`config.mk`:
```
export PLATFORM = sky130hd
export DESIGN_NAME = clk_enable_gen_flat
export DESIGN_NICKNAME = d
export VERILOG_FILES = /design/src/rtl/clk_enable_gen_if.sv /design/src/rtl/clk_enable_gen.sv /design/src/flat_wrapper.sv
export SDC_FILE = /design/constraint.sdc
export NUM_CORES = 1
export LEC_CHECK = 0
export ABC_AREA = 1
export BUFFER_PORTS_ARGS = -buffer_cell sky130_fd_sc_hd__buf_4
export CORE_MARGIN = 3
export CORE_UTILIZATION = 45
export DETAILED_ROUTE_END_ITERATION = 7
export GPL_TIMING_DRIVEN = 0
export PLACE_DENSITY_LB_ADDON = 0.05
export SLEW_MARGIN = 20
export SYNTH_ARGS = -nofsm -noshare
export SYNTH_HDL_FRONTEND = slang
export SYNTH_SLANG_ARGS = --single-unit
```
`constraint.sdc`:
```
create_clock -name clk -period 2.15 [get_ports clk]
set_input_delay 0.1075 -clock clk [delete_from_list [all_inputs] [get_ports clk]]
set_output_delay 0.1075 -clock clk [all_outputs]
set_load 0.01 [all_outputs]
```
`src/rtl/clk_enable_gen_if.sv`:
```
// Bundles the control and output signals of clk_enable_gen.
// clk and rst_n are kept out of the bundle.
interface clk_enable_gen_if #(
  parameter int NUM_CH = 4,
  parameter int DIV_W  = 27,
  parameter int TB_W   = 32
);
  logic [NUM_CH-1:0]       en;
  logic [NUM_CH-1:0]       load;
  logic [NUM_CH*DIV_W-1:0] div_in;
  logic                    sync_clr;
  logic [NUM_CH-1:0]       tick;
  logic [NUM_CH-1:0]       level;
  logic [TB_W-1:0]         tb_cnt;

  modport master (
    output en, load, div_in, sync_clr,
    input  tick, level, tb_cnt
  );

  modport slave (
    input  en, load, div_in, sync_clr,
    output tick, level, tb_cnt
  );
endinterface

```
`src/rtl/clk_enable_gen.sv`:
```
// Multi-channel clock-enable generator: each channel has a programmable divisor and
// produces a one-cycle tick and a level that toggles on every tick. Also has a free-running timebase.
module clk_enable_ch #(
  parameter int DIV_W   = 27,
  parameter int DEF_DIV = 4
) (
  input  logic             clk,
  input  logic             rst_n,
  input  logic             en,
  input  logic             load,
  input  logic [DIV_W-1:0] div_in,
  input  logic             sync_clr,
  output logic             tick,
  output logic             level
);
  localparam logic [DIV_W-1:0] DIV_RST = (DEF_DIV == 0) ? DIV_W'(1) : DIV_W'(DEF_DIV);

  logic [DIV_W-1:0] cnt;
  logic [DIV_W-1:0] div;
  logic             wrap;

  // div is never 0, so div-1 cannot underflow and cnt stays within div-1
  assign wrap = (cnt == div - DIV_W'(1));

  always_ff @(posedge clk or negedge rst_n) begin
    if (!rst_n) begin
      cnt   <= '0;
      div   <= DIV_RST;
      tick  <= 1'b0;
      level <= 1'b0;
    end else begin
      if (load) div <= (div_in == '0) ? DIV_W'(1) : div_in;
      if (sync_clr) begin
        cnt   <= '0;
        tick  <= 1'b0;
        level <= 1'b0;
      end else if (load) begin
        cnt  <= '0;
        tick <= 1'b0;
      end else if (en) begin
        if (wrap) begin
          cnt   <= '0;
          tick  <= 1'b1;
          level <= ~level;
        end else begin
          cnt  <= cnt + DIV_W'(1);
          tick <= 1'b0;
        end
      end else begin
        tick <= 1'b0;
      end
    end
  end
endmodule

module clk_enable_gen #(
  parameter int NUM_CH  = 4,
  parameter int DIV_W   = 27,
  parameter int DEF_DIV = 4,
  parameter int TB_W    = 32
) (
  input  logic            clk,
  input  logic            rst_n,
  clk_enable_gen_if.slave bus
);
  logic [NUM_CH-1:0][DIV_W-1:0] div_arr;
  logic [NUM_CH-1:0]            tick_w;
  logic [NUM_CH-1:0]            level_w;
  logic [TB_W-1:0]              tb_q;

  assign div_arr = bus.div_in;

  for (genvar i = 0; i < NUM_CH; i++) begin : g_ch
    clk_enable_ch #(
      .DIV_W   (DIV_W),
      .DEF_DIV (DEF_DIV)
    ) u_ch (
      .clk      (clk),
      .rst_n    (rst_n),
      .en       (bus.en[i]),
      .load     (bus.load[i]),
      .div_in   (div_arr[i]),
      .sync_clr (bus.sync_clr),
      .tick     (tick_w[i]),
      .level    (level_w[i])
    );
  end

  // Timebase deliberately ignores sync_clr so it stays monotonic across realigns
  always_ff @(posedge clk or negedge rst_n) begin
    if (!rst_n) tb_q <= '0;
    else        tb_q <= tb_q + TB_W'(1);
  end

  assign bus.tick   = tick_w;
  assign bus.level  = level_w;
  assign bus.tb_cnt = tb_q;
endmodule

```
`src/flat_wrapper.sv`:
```
// flat-port wrapper written by rule: the top's interface ports become plain ports
module clk_enable_gen_flat 
#(
  parameter int NUM_CH  = 4,
  parameter int DIV_W   = 27,
  parameter int DEF_DIV = 4,
  parameter int TB_W    = 32
)
  (clk, rst_n, bus_en, bus_load, bus_div_in, bus_sync_clr, bus_tick, bus_level, bus_tb_cnt);
  clk_enable_gen_if #(.NUM_CH(NUM_CH), .DIV_W(DIV_W), .TB_W(TB_W)) bus_i ();
  input  logic clk;
  input  logic rst_n;
  input wire logic [$bits(bus_i.en)-1:0] bus_en;
  input wire logic [$bits(bus_i.load)-1:0] bus_load;
  input wire logic [$bits(bus_i.div_in)-1:0] bus_div_in;
  input wire logic [$bits(bus_i.sync_clr)-1:0] bus_sync_clr;
  output wire logic [$bits(bus_i.tick)-1:0] bus_tick;
  output wire logic [$bits(bus_i.level)-1:0] bus_level;
  output wire logic [$bits(bus_i.tb_cnt)-1:0] bus_tb_cnt;
  assign bus_i.en = bus_en;
  assign bus_i.load = bus_load;
  assign bus_i.div_in = bus_div_in;
  assign bus_i.sync_clr = bus_sync_clr;
  assign bus_tick = bus_i.tick;
  assign bus_level = bus_i.level;
  assign bus_tb_cnt = bus_i.tb_cnt;
  clk_enable_gen #(.NUM_CH(NUM_CH), .DIV_W(DIV_W), .DEF_DIV(DEF_DIV), .TB_W(TB_W)) u_core (.clk(clk), .rst_n(rst_n), .bus(bus_i));
endmodule
```
=== Word-level counts from Yosys, hierarchy flattened ===
Index checks and enable logic that the tools add are counted.

* $add $sub $neg: 9
* Eq/ne operators: 8
* Muxes and demuxes: 52
* Bitwise gates (word level): 4
* Reductions and logical operators: 20

{| class="wikitable"
|+ Operators with widths
! cell !! number
|-
| 2-to-1 mux 27 bit || 20
|-
| adder 27 x 1 -> 27 bit (second input constant) || 4
|-
| == test 27 bit || 4
|-
| logical NOT 27 bit || 4
|-
| subtractor 27 x 1 -> 27 bit (second input constant) || 4
|-
| adder 32 x 1 -> 32 bit (second input constant) || 1
|-
| 2-to-1 mux 1 bit || 32
|-
| nonzero test 2 bit || 8
|-
| AND reduction 3 bit || 4
|-
| nonzero test 3 bit || 4
|-
| != test 2 x 1 -> 1 bit (second input constant) || 4
|-
| inverter 1 bit || 4
|}

* Flip-flop bits (word level): 256
* Output and inout bits: 40
* Word-level logic and storage cells: 110

=== Logic depth before layout (Yosys ltp) ===
Gate-level depths: netlist (run 1).

* Word-level depth: 6
* Gate-level depth with buffers: 18
* Mapped depth without buffers: 18

=== Modules after synthesis ===
From an unflattened synthesis (run 1), not the netlist that was laid out.

* Cells, all modules: 2,799
* Area, all modules: 19,271.0 um^2

{| class="wikitable"
|+ By module, submodules not included
! module !! times used !! cells an instance !! area an instance (um^2) !! sequential area each (um^2)
|-
| clk_enable_ch at u_core.g_ch[0].u_ch ... || 3 || 647 || 4,395.5 || 1,402.6
|-
| clk_enable_ch at u_core.g_ch[3].u_ch || 1 || 637 || 4,296.6 || 1,402.6
|-
| clk_enable_gen || 1 || 221 || 1,788.0 || 800.8
|}

=== Least setup slack after synthesis (run 1) ===
OpenSTA, ideal clock, no wires.

* Kind: register to register
* From: register u_core.g_ch[3].u_ch.div[0]
* To: register u_core.g_ch[3].u_ch.cnt[14]
* Setup time: 0.123 ns
* Arrival time: 2.036 ns
* Required time: 2.027 ns
* Slack: -0.010 ns
* Cell stages (with the launch flop): 17
* Buffers on the path: 1
* Period minus slack after synthesis: 2.160 ns
* Cell sequence: dfrtp_1 > inv_1 > ha_1 > nand3_2 > nor2_4 > nand2_2 > nor2_4 > nand2_1 > nor2_2 > nand2_1 > nand2_1 > nand2_1 > nor2_2 > nand2_4 > nand2_4 > buf_8 > o21ai_2

* Longest elaborated chain between the ends: 6

{| class="wikitable"
|+ RTL lines
! what !! RTL line !! source
|-
| start: declaration || clk_enable_gen.sv:19 || <nowiki>logic [DIV_W-1:0] div;</nowiki>
|-
| start signal: assignment || clk_enable_gen.sv:32 || <nowiki>if (load) div <= (div_in == '0) ? DIV_W'(1) : div_in;</nowiki>
|-
| subtractor 27 x 1 -> 27 bit || clk_enable_gen.sv:23 || <nowiki>assign wrap = (cnt == div - DIV_W'(1));</nowiki>
|-
| == test 27 bit || clk_enable_gen.sv:23 ||
|-
| 2-to-1 mux 27 bit || clk_enable_gen.sv:41 || <nowiki>if (wrap) begin</nowiki>
|-
| 2-to-1 mux 27 bit || clk_enable_gen.sv:40 || <nowiki>end else if (en) begin</nowiki>
|-
| 2-to-1 mux 27 bit || clk_enable_gen.sv:37 || <nowiki>end else if (load) begin</nowiki>
|-
| 2-to-1 mux 27 bit || clk_enable_gen.sv:33 || <nowiki>if (sync_clr) begin</nowiki>
|-
| end signal: assignment || clk_enable_gen.sv:46 || <nowiki>cnt <= cnt + DIV_W'(1);</nowiki>
|-
| end: declaration || clk_enable_gen.sv:18 || <nowiki>logic [DIV_W-1:0] cnt;</nowiki>
|}

No other way between the ends. The select of a mux whose other input is x is not followed.
A chain may end at the register's enable or synchronous reset.

=== Worst setup path after layout (run 1) ===
* From: register u_core.g_ch[2].u_ch.div[0]
* To: register u_core.g_ch[2].u_ch.cnt[11]

* Longest elaborated chain between the ends: 6

{| class="wikitable"
|+ RTL lines
! what !! RTL line
|-
| start: declaration || clk_enable_gen.sv:19
|-
| start signal: assignment || clk_enable_gen.sv:32
|-
| subtractor 27 x 1 -> 27 bit || clk_enable_gen.sv:23
|-
| == test 27 bit || clk_enable_gen.sv:23
|-
| 2-to-1 mux 27 bit || clk_enable_gen.sv:41
|-
| 2-to-1 mux 27 bit || clk_enable_gen.sv:40
|-
| 2-to-1 mux 27 bit || clk_enable_gen.sv:37
|-
| 2-to-1 mux 27 bit || clk_enable_gen.sv:33
|-
| end signal: assignment || clk_enable_gen.sv:46
|-
| end: declaration || clk_enable_gen.sv:18
|}

No other way between the ends. The select of a mux whose other input is x is not followed.

==> impl_metrics.json, run 1 <==
{
  "fin_hold_ws_ns": 0.07107,
  "fill_cells": 3627,
  "yosysTopAreaCellShare_pct": 34.40,
  "pin_count": 159,
  "place_hpwl_um": 41290,
  "clock_skew_ns": 0.01988,
  "gr-total-overflow": 0,
  "core_um2": 40010,
  "synth_top_family_by_area": "simple AND/OR/NAND/NOR gates",
  "power_frac_clock_pct": 43.6,
  "synth_compound_area_share_pct": 6.819,
  "firstDrtPassIters": 5,
  "ys_seq_elements": 256,
  "p_sw_share_pct": 28.28,
  "wl_per_cell_um": 15.66,
  "path_cells": "inv_4, buf_4, nand2_4, nor2_8, buf_4, nand2_4, o21ai_2, nand2_1, nor2_2, nand3_2, o21ai_4, buf_6, clkbuf_16, o21ai_2",
  "die_y_um": 207.8,
  "timing.rr.end": "u_core.g_ch[2].u_ch.cnt[11]$_DFFE_PN0P_",
  "track_usage_pct": 25.57,
  "synthXorXnorAreaFrac_pct": 10.18,
  "final_max_slew_viol_count": 0,
  "slew_headroom_pct": 31.50,
  "fin_crit_sh_pct": 110.1,
  "netlist_area_um2": 18330,
  "pwr-share-seq_pct": 38.7,
  "dieArea_um2": 43190,
  "fin_nets": 3165,
  "start_util_pct": 45.82,
  "synthSimpleGateAreaFrac_pct": 38.57,
  "critPathCapture": "u_core.g_ch[2].u_ch.cnt[11]$_DFFE_PN0P_",
  "yosys.cell_count.top_type": "nand2_1",
  "seq_area_frac_synth_pct": 34.97,
  "ys_types": 53,
  "worst_slack_ns": -0.2162,
  "synth_edf_count": 0,
  "tightest_slew_ns": 1.027,
  "synth_fa_ha_area_share_pct": 0.6143,
  "cts_tree": "built",
  "ys.flop_type": "dfrtp_1",
  "cp-start-kind": "flop",
  "clock_sinks": 256,
  "period_needed_ns": 2.366,
  "synth_area_leaders": "dfrtp_1, nand2_1, xor2_1",
  "max_freq_mhz": 422.6,
  "synthMuxAreaShare_pct": 0.7372,
  "routed_wirelength_um": 56190,
  "drc": 0,
  "drt_iter0_drc": 1165,
  "violations": "setup timing",
  "ys_warn_count": 0,
  "drive_above_1_share_pct": 24.08,
  "outcome": "complete, but fails checks",
  "critPathMaxStageDelay_ns": 0.42,
  "hold_viol_final": 0,
  "synth.avg_cell_area_um2": 6.978,
  "cp.arrival_ns": 2.82,
  "vias": 18370,
  "synth_common_cells": "nand2_1, nor2_1, inv_1, dfrtp_1, xor2_1",
  "finalSetupViolCount": 102,
  "p_leak_nw": 11.64,
  "ff2ff_path_depth": 14,
  "grt_antenna_before_repair": 2,
  "grt_first_pass_wirelength_um": 91990,
  "vdd_drop_max_v": 0.0005286,
  "rows": 73,
  "clock_path_buffers": 3,
  "path_buf_inv": 5,
  "grt_pass1_vias": 18210,
  "finalWeightedCongestion": 0.8958,
  "worst-path-stages": 14,
  "worstHoldStart": "bus_sync_clr",
  "synth_nets": 2755,
  "cts_root_buffer": "clkbuf_16",
  "die_x_um": 207.8,
  "power.total_mw": 13.70,
  "rsz0062_at_grt": "yes",
  "routed_via_density": 5.121,
  "path_max_fanout": 7,
  "pwr-share-comb_pct": 17.7,
  "htreeDepth": 1,
  "synthArstFlopShare_pct": 100.0,
  "synth_top_area_cell": "dfrtp_1",
  "synthCells": 2627,
  "area_growth_pct": 34.79,
  "crit_path_top_delay_cell": "dfrtp_1",
  "intPower_mw": 9.828,
  "cp_top_family": "simple AND/OR/NAND/NOR gates",
  "powerDensity_nw_per_um2": 554.6,
  "ant_nets": 0,
  "r2r-start": "u_core.g_ch[2].u_ch.div[0]$_DFFE_PN0P_",
  "crit_type": "flop to flop",
  "port_buffers": 156,
  "clk_transition_reported_paths_ns": 0.07,
  "grt_max_degree": 92,
  "cap_violations": 0,
  "critPathLaunch": "u_core.g_ch[2].u_ch.div[0]$_DFFE_PN0P_",
  "required_ns": 2.61,
  "worstSetupEndpointType": "flop",
  "cts_buffers": 30,
  "clk_latency_ns": 0.58,
  "p_switching_mw": 3.876,
  "hold_class": "input pin to flop",
  "reg2reg_setup_slack_ns": -0.22
}
-- flip-flops by register name (all words and copies together) (netlist names) --
name / flops
u_core.g_ch.u_ch.level: 4
u_core.bus.tb_cnt: 32
u_core.g_ch.u_ch.div: 108
u_core.g_ch.u_ch.tick: 4
u_core.g_ch.u_ch.cnt: 108
-- layout by cell type (no fill, tap or decap), types with 5 or more instances in the layout --
cell             n
nor2_1         245
nand2_2         48
mux2_2          12
nor3_2           9
o21ai_0         70
xor2_2           8
nand2_4         14
buf_16           5
nor2_2          73
nor3_1          37
xor2_1         143
buf_12           6
buf_4          227
xnor2_1         62
nand3_2         28
inv_1          252
nand2_1        814
dfrtp_1        238
clkbuf_16       33
clkbuf_8         7
nor3_4           6
clkbuf_1        39
nand3b_1        27
nand3_4          7
nor4_1          33
clkinv_2         5
dfrtp_2         14
bufinv_16        9
inv_2           18
ha_4             6
o21ai_1          6
buf_6           23
nand4_1         70
clkbuf_2         7
a21oi_1         10
o21ai_2         87
dlygate4sd3_1  134
nand3_1        119
nor2_4          44
-- tightest hold or removal path, cell delays in order --
cell and delay (ns):
buf_4 0.13, nor2_1 0.19, nand3_2 0.13, nand2_1 0.05
-- worst min path at each step --
stage               slack [ns]                                      end  depth (start not counted)
floorplan                -0.19           u_core.bus.tb_cnt[0]$_DFF_PN0_                          0
global placement          0.32   u_core.g_ch[0].u_ch.div[8]$_DFFE_PN0P_                          3
detailed placement        0.15  u_core.g_ch[1].u_ch.div[20]$_DFFE_PN0P_                          1
CTS                       0.02   u_core.g_ch[0].u_ch.cnt[1]$_DFFE_PN0P_                          4
global route              0.07   u_core.g_ch[0].u_ch.cnt[1]$_DFFE_PN0P_                          4
finish                    0.07   u_core.g_ch[0].u_ch.cnt[1]$_DFFE_PN0P_                          4
-- metrics by stage --
stage	area (µm²)	std cells	util [%]	TNS (ns)	worst slack [ns]
2_1_floorplan	18330	2627	-	0	0.01107
3_3_place_gp	20160	3308	50.39	-348.47	-1.261
3_5_place_dp	20220	3310	50.55	-39.62	-0.4567
4_1_cts	23850	3558	59.62	-9.588	-0.1511
5_1_grt	24710	3587	61.76	-27.99	-0.3505
6_report	24710	3587	61.76	-11.64	-0.2162
-- area by class of cell --
cell class	instances	area, µm²	share of cell area [%]
Buffer	71	480.5	1.945
Antenna cell	1	2.502	0.01013
Sequential cell	256	6429	26.02
Multi-Input combinational cell	2023	11530	46.66
Clock buffer	35	810.8	3.281
Clock inverter	21	351.6	1.423
Tap cell	525	656.9	2.658
Timing Repair Buffer	380	3411	13.80
Inverter	275	1037	4.198
-- cells by family after synthesis --
group,after synthesis
flip-flops,256
AO/OA/AOI/OAI,193
XOR/XNOR,213
buffers and inverters,349
multiplexers,12
AND/OR/NAND/NOR,1595
adder cells (fa/ha/maj),9
-- timing repair --
| action | CTS | global route |
|---|---|---|
| resized for setup | 175 | 173 |
| gates cloned | 8 | 2 |
| endpoints found under the setup margin | 118 | 121 |
| pin swaps | 41 | 85 |
| hold endpoints to repair | 222 | 2 |
| setup buffers | 51 | 31 |
| hold buffers | 133 | 1 |
-- layer usage --
metal	GRT usage (%)	vias up	share of wire, %
met3	2.675	95	4.4
met1	35.06	8644	45
met4	7.254	0	2.8
met5	0	-	0
li1	-	9173	-
met2	43.10	457	48
-- power by group through the flow --
stage | Clock, mW | Combinational, mW | Sequential, mW
2_1_floorplan | 0 | 1.24 | 5.28
3_3_place_gp | 0 | 1.84 | 5.36
3_5_place_dp | 0 | 1.88 | 5.36
4_1_cts | 6.12 | 2.30 | 5.29
5_1_grt | 6.32 | 2.70 | 5.33
6_report | 5.98 | 2.42 | 5.30
Power figures use the tool's default switching activity.
==> inputs of run 2 (changes only) <==
Settings changed: SYNTH_HIERARCHICAL set to 1.
==> impl_metrics.json, run 2 <==
{
  "violations": "setup timing",
  "vias": 19960,
  "clock_sinks": 256,
  "final_max_slew_viol_count": 0,
  "wl_per_cell_um": 16.89,
  "layout_common_cells": "nand2_1, nor2_1, buf_4, inv_1, dfrtp_1",
  "drt_iter0_drc": 1272,
  "yosys.cell_count.top_type": "nand2_1",
  "fin_tns_setup_ns": -16.23,
  "fin_crit_sh_pct": 111.2,
  "track_usage_pct": 27.45,
  "ys.flop_type": "dfrtp_1",
  "ant_nets": 0,
  "grt_antenna_before_repair": 1,
  "placed_cell_area_um2": 21220,
  "fin_hold_ws_ns": 0.01627,
  "die_x_um": 212.9,
  "rsz0062_at_grt": "yes",
  "yosysTopAreaCellShare_pct": 32.72,
  "rows": 75,
  "hold_viol_final": 0,
  "htreeDepth": 1,
  "seq_area_frac_synth_pct": 33.27,
  "required_ns": 2.61,
  "seq_area_um2": 6450,
  "clk_latency_ns": 0.58,
  "fin_nets": 3369,
  "vdd_drop_max_v": 0.0005619,
  "start_util_pct": 45.74,
  "clock_skew_ns": 0.01468,
  "clk_transition_reported_paths_ns": 0.06,
  "synthArstFlopShare_pct": 100.0,
  "place_hpwl_um": 46610,
  "ys_warn_count": 6,
  "crit_type": "flop to flop",
  "synth_common_cells": "nand2_1, nor2_1, dfrtp_1, inv_1, nand3_1",
  "firstDrtPassIters": 5,
  "multi_input_area_um2": 12750,
  "synth_edf_count": 0,
  "drc": 0,
  "core_um2": 42130,
  "drive_above_1_share_pct": 25.38,
  "cp-start-kind": "flop",
  "tightest_slew_ns": 0.9846,
  "pin_count": 159,
  "p_leak_nw": 11.96,
  "finalSetupViolCount": 107,
  "fill_cells": 3785,
  "finish.utilization_pct": 61.93,
  "worst_slack_ns": -0.2407,
  "cts_buffers": 31,
  "power.total_mw": 14.59,
  "cts_tree": "built",
  "final_cells": 3801,
  "outcome": "complete, but fails checks",
  "grt_max_degree": 86,
  "ff2ff_path_depth": 17,
  "ys_seq_elements": 256,
  "synth_area_leaders": "dfrtp_1, nand2_1, nor2_1",
  "path_max_fanout": 5,
  "powerDensity_nw_per_um2": 559.3,
  "synthCells": 2799,
  "grt_pass1_vias": 18900,
  "dieArea_um2": 45340,
  "r2r-start": "u_core/g_ch[1].u_ch/div[1]$_DFFE_PN0P_",
  "cts_root_buffer": "clkbuf_16",
  "period_needed_ns": 2.391,
  "grt_first_pass_wirelength_um": 99910,
  "timing.rr.end": "u_core/g_ch[1].u_ch/cnt[19]$_DFFE_PN0P_",
  "n_antenna_cell": 0,
  "synth_nets": 2927,
  "area_growth_pct": 35.40,
  "netlist_area_um2": 19270,
  "port_buffers": 158,
  "final_common_cell": "nand2_1",
  "die_y_um": 212.9,
  "hold_class": "input pin to asynchronous set/reset pin",
  "routed_wirelength_um": 64210,
  "cap_violations": 0,
  "routed_via_density": 5.250,
  "slew_headroom_pct": 33.75,
  "max_freq_mhz": 418.3,
  "clock_path_buffers": 3,
  "placed_cells": 3499,
  "synth.avg_cell_area_um2": 6.885,
  "dp_slack_ns": -0.6280,
  "ys_types": 44,
  "cp.arrival_ns": 2.85,
  "worstSetupEndpointType": "flop",
  "synth_top_area_cell": "dfrtp_1",
  "final_cell_area_um2": 26090,
  "reg2reg_setup_slack_ns": -0.24,
  "finalWeightedCongestion": 0.9397,
  "gr-total-overflow": 0
}
[run 2: cell types whose count changed after synthesis, sizes merged, moves of 15 or more]
cell / previous run / this run
nor2: 363 / 400
o21ai: 166 / 183
nand2: 879 / 1028
nand4: 71 / 95
inv: 272 / 242
nor3: 52 / 37
xor2: 151 / 115
xnor2: 62 / 78
[run 2: worst max-delay path, cell delays in order, from the launching register on]
cell	delay, ns
dfrtp_1	0.41
inv_2	0.10
ha_4	0.19
nand2_4	0.08
nor2_4	0.15
nand3_4	0.13
clkinv_4	0.07
nand2_2	0.04
nand2_2	0.08
nand2_2	0.07
nor2_4	0.13
nand2_1	0.08
nor2_2	0.16
nand3_4	0.11
nand3_4	0.12
buf_12	0.15
clkbuf_16	0.14
o21ai_2	0.05
[run 2: kinds of logic (layout without fill, tap and decap cells)]
family                     Yosys count  after routing  share of synthesized area (%)
AOI/OAI and AO/OA                  216            216                          7.337
DFF                                256            256                          33.27
and+or+nand+nor                   1815           1817                          43.10
buffers and inverters              310            771                          6.856
adders and majority gates            9              9                         0.5844
xor gates and xnor gates           193            193                          8.850
[run 2: worst max path at each step]
| stage | depth (start not counted) | start | to |
|---|---|---|---|
| floorplan | 16 | u_core/g_ch[0].u_ch/div[0]$_DFFE_PN0P_ | u_core/g_ch[0].u_ch/cnt[13]$_DFFE_PN0P_ |
| global placement | 1 | rst_n | u_core/g_ch[2].u_ch/div[18]$_DFFE_PN0P_ |
| detailed placement | 16 | u_core/g_ch[1].u_ch/div[0]$_DFFE_PN0P_ | u_core/g_ch[1].u_ch/cnt[13]$_DFFE_PN0P_ |
| CTS | 13 | u_core/g_ch[0].u_ch/div[4]$_DFFE_PN0P_ | u_core/g_ch[0].u_ch/cnt[26]$_DFFE_PN0P_ |
| global route | 16 | u_core/g_ch[0].u_ch/div[1]$_DFFE_PN0P_ | u_core/g_ch[0].u_ch/cnt[11]$_DFFE_PN0P_ |
| finish | 17 | u_core/g_ch[1].u_ch/div[1]$_DFFE_PN0P_ | u_core/g_ch[1].u_ch/cnt[19]$_DFFE_PN0P_ |
[run 2: routing by layer]
| layer | vias up | global-route usage [%] | routed length [µm] |
|---|---|---|---|
| met3 | 113 | 2.733 | 2796 |
| met4 | 0 | 8.006 | 2100 |
| met2 | 549 | 45.66 | 30230 |
| li1 | 9875 | - | - |
| met1 | 9419 | 38.09 | 29090 |
| met5 | - | 0 | 0 |
[run 2: report_power, final]
| group | switching [mW] | total (mW) | internal [mW] |
|---|---|---|---|
| clock network | 2.14 | 5.89 | 3.74 |
| logic | 1.86 | 3.23 | 1.37 |
| registers | 0.396 | 5.47 | 5.07 |
[run 2: final cells by class]
class	count	area share, %
plain buffers	61	1.343
clock buffers	41	3.309
clock inverters	13	1.036
inverters	247	3.616
multi-input cells	2235	48.86
flip-flops and latches	256	24.72
well taps	539	2.585
repair buffers	409	14.53
[run 2: timing repair]
action,4_1_cts,5_1_grt
resized for setup,212,182
setup endpoints to repair,116,116
pin swaps,67,101
hold endpoints to repair,303,0
setup buffers,82,50
cloned,10,3
hold buffers,120,0
==> inputs of run 3 (changes only) <==
Settings changed: CAP_MARGIN set to 20, CORE_UTILIZATION 45 to 40, GPL_ROUTABILITY_DRIVEN set to 0.
==> impl_metrics.json, run 3 (synthesized netlist as in run 2, its figures left out) <==
{
  "outcome": "complete, but fails checks",
  "violations": "setup timing",
  "clock_sinks": 256,
  "final_cells": 3858,
  "dieArea_um2": 50850,
  "rows": 79,
  "rsz0062_at_grt": "yes",
  "path_max_fanout": 8,
  "placed_cell_area_um2": 21310,
  "final_common_cell": "nand2_1",
  "multi_input_area_um2": 12710,
  "busiest_layer": "met2",
  "die_x_um": 225.5,
  "tightest_slew_ns": 1.091,
  "cp.arrival_ns": 2.85,
  "final_max_slew_viol_count": 0,
  "p_leak_nw": 11.88,
  "max_freq_mhz": 420.0,
  "fin_tns_setup_ns": -17.97,
  "fin_crit_sh_pct": 110.7,
  "clk_latency_ns": 0.60,
  "powerDensity_nw_per_um2": 554.9,
  "grt_max_degree": 73,
  "crit_type": "flop to flop",
  "seq_area_um2": 6447,
  "finalSetupViolCount": 106,
  "clock_skew_ns": 0.02898,
  "period_needed_ns": 2.381,
  "p_sw_share_pct": 30.48,
  "pwr-share-comb_pct": 22.0,
  "grt_antenna_before_repair": 1,
  "required_ns": 2.61,
  "firstDrtPassIters": 5,
  "ant_nets": 0,
  "power.total_mw": 14.44,
  "core_um2": 47050,
  "grt_pass1_vias": 19090,
  "dp_slack_ns": -0.5564,
  "pwr-share-seq_pct": 37.9,
  "drive_above_1_share_pct": 24.89,
  "vdd_drop_max_v": 0.0005619,
  "intPower_mw": 10.04,
  "clock_path_buffers": 3,
  "groute.layer.met1.usage_pct": 32.59,
  "final_cell_area_um2": 26030,
  "placed_cells": 3567,
  "p_switching_mw": 4.403,
  "cts_buffers": 31,
  "slew_headroom_pct": 26.60,
  "cap_violations": 0,
  "hold_class": "input pin to asynchronous set/reset pin",
  "drc": 0,
  "drt_iter0_drc": 1297,
  "hold_viol_final": 0,
  "track_usage_pct": 23.86,
  "grt_first_pass_wirelength_um": 98840,
  "fill_cells": 4529,
  "routed_via_density": 5.113,
  "cts_root_buffer": "clkbuf_16",
  "gr-total-overflow": 0,
  "pin_count": 159,
  "fin_hold_ws_ns": 0.004513,
  "use_met2_pct": 40.69,
  "cp-start-kind": "flop",
  "htreeDepth": 1,
  "fin_nets": 3354,
  "port_buffers": 158,
  "power_frac_clock_pct": 40.1,
  "place_hpwl_um": 46070,
  "start_util_pct": 40.96,
  "routed_wirelength_um": 62230,
  "die_y_um": 225.5,
  "worst_slack_ns": -0.2309,
  "finish.utilization_pct": 55.32,
  "wl_per_cell_um": 16.13,
  "worstSetupEndpointType": "flop",
  "area_growth_pct": 35.07,
  "reg2reg_setup_slack_ns": -0.23,
  "layout_common_cells": "nand2_1, nor2_1, buf_4, dfrtp_1, inv_1",
  "vias": 19730,
  "clk_transition_reported_paths_ns": 0.06,
  "grtUsageMet3_pct": 2.631,
  "cts_tree": "built"
}
[run 3: cell types whose count changed in the layout (fill, tap and decap cells not counted), moves of 4 or more]
cell	before	now
nor2_1	250	259
buf_4	245	234
nand2_2	64	60
nor3_2	10	14
nor2_4	72	65
nand2_1	944	949
a21oi_1	9	5
o21ai_2	93	99
[run 3: worst paths after layout]
kind | endpoint | depth (start not counted) | start
setup / recovery | u_core/g_ch[1].u_ch/cnt[15]$_DFFE_PN0P_ | 15 | u_core/g_ch[1].u_ch/div[1]$_DFFE_PN0P_
hold / removal | u_core/bus.tb_cnt[0]$_DFF_PN0_ | 2 | rst_n
setup reg to reg | u_core/g_ch[1].u_ch/cnt[15]$_DFFE_PN0P_ | 15 | u_core/g_ch[1].u_ch/div[1]$_DFFE_PN0P_
hold reg to reg | u_core/g_ch[2].u_ch/div[26]$_DFFE_PN0P_ | 2 | u_core/g_ch[2].u_ch/div[26]$_DFFE_PN0P_
max in group asynchronous | u_core/g_ch[2].u_ch/div[16]$_DFFE_PN0P_ | 5 | rst_n
min in group clk | u_core/g_ch[1].u_ch/cnt[25]$_DFFE_PN0P_ | 5 | bus_load[1]
[run 3: power by group through the flow]
stage	sequential, mW	combinational [mW]	clock [mW]
after floorplan	5.40	1.62	0
after global placement	5.51	2.32	0
after detailed placement	5.51	2.38	0
after CTS	5.46	2.93	5.95
after global routing	5.51	3.52	6.15
final	5.48	3.17	5.79
[run 3: critical path, cell delays in order (launching register included)]
cell      delay [ns]
dfrtp_1         0.42
inv_2           0.10
ha_4            0.19
nand2_8         0.08
nor2_8          0.23
nand3b_1        0.10
nand2_1         0.12
nand2_1         0.07
nor2_1          0.12
nand2_1         0.08
nor2_2          0.15
nand3_2         0.14
nand3_4         0.12
buf_12          0.15
buf_12          0.13
o21ai_2         0.05
[run 3: layout make-up]
| type | count | share of cell area, % |
|---|---|---|
| inverters | 247 | 3.639 |
| diodes | 1 | 0.009614 |
| flip-flops and latches | 256 | 24.77 |
| repair buffers | 394 | 14.00 |
| clock buffers | 44 | 3.475 |
| clock inverters | 13 | 0.8605 |
| well taps | 607 | 2.918 |
| multi-input cells | 2233 | 48.82 |
| plain buffers | 63 | 1.500 |
[run 3: layer usage]
layer  share of wire, %  vias up  wire length [µm]
met2                 47      447             29560
met5                  0        -                 0
met1                 46     9339             28530
li1                   -     9852                 -
met3                4.3       88              2667
met4                2.4        0              1480
[run 3: what timing repair did]
action,CTS,global route
buffers inserted,68,40
cloned,9,2
hold buffers,119,0
resized for setup,217,166
setup endpoints to repair,116,116
endpoints found under the hold margin,250,0
pin swaps,55,92
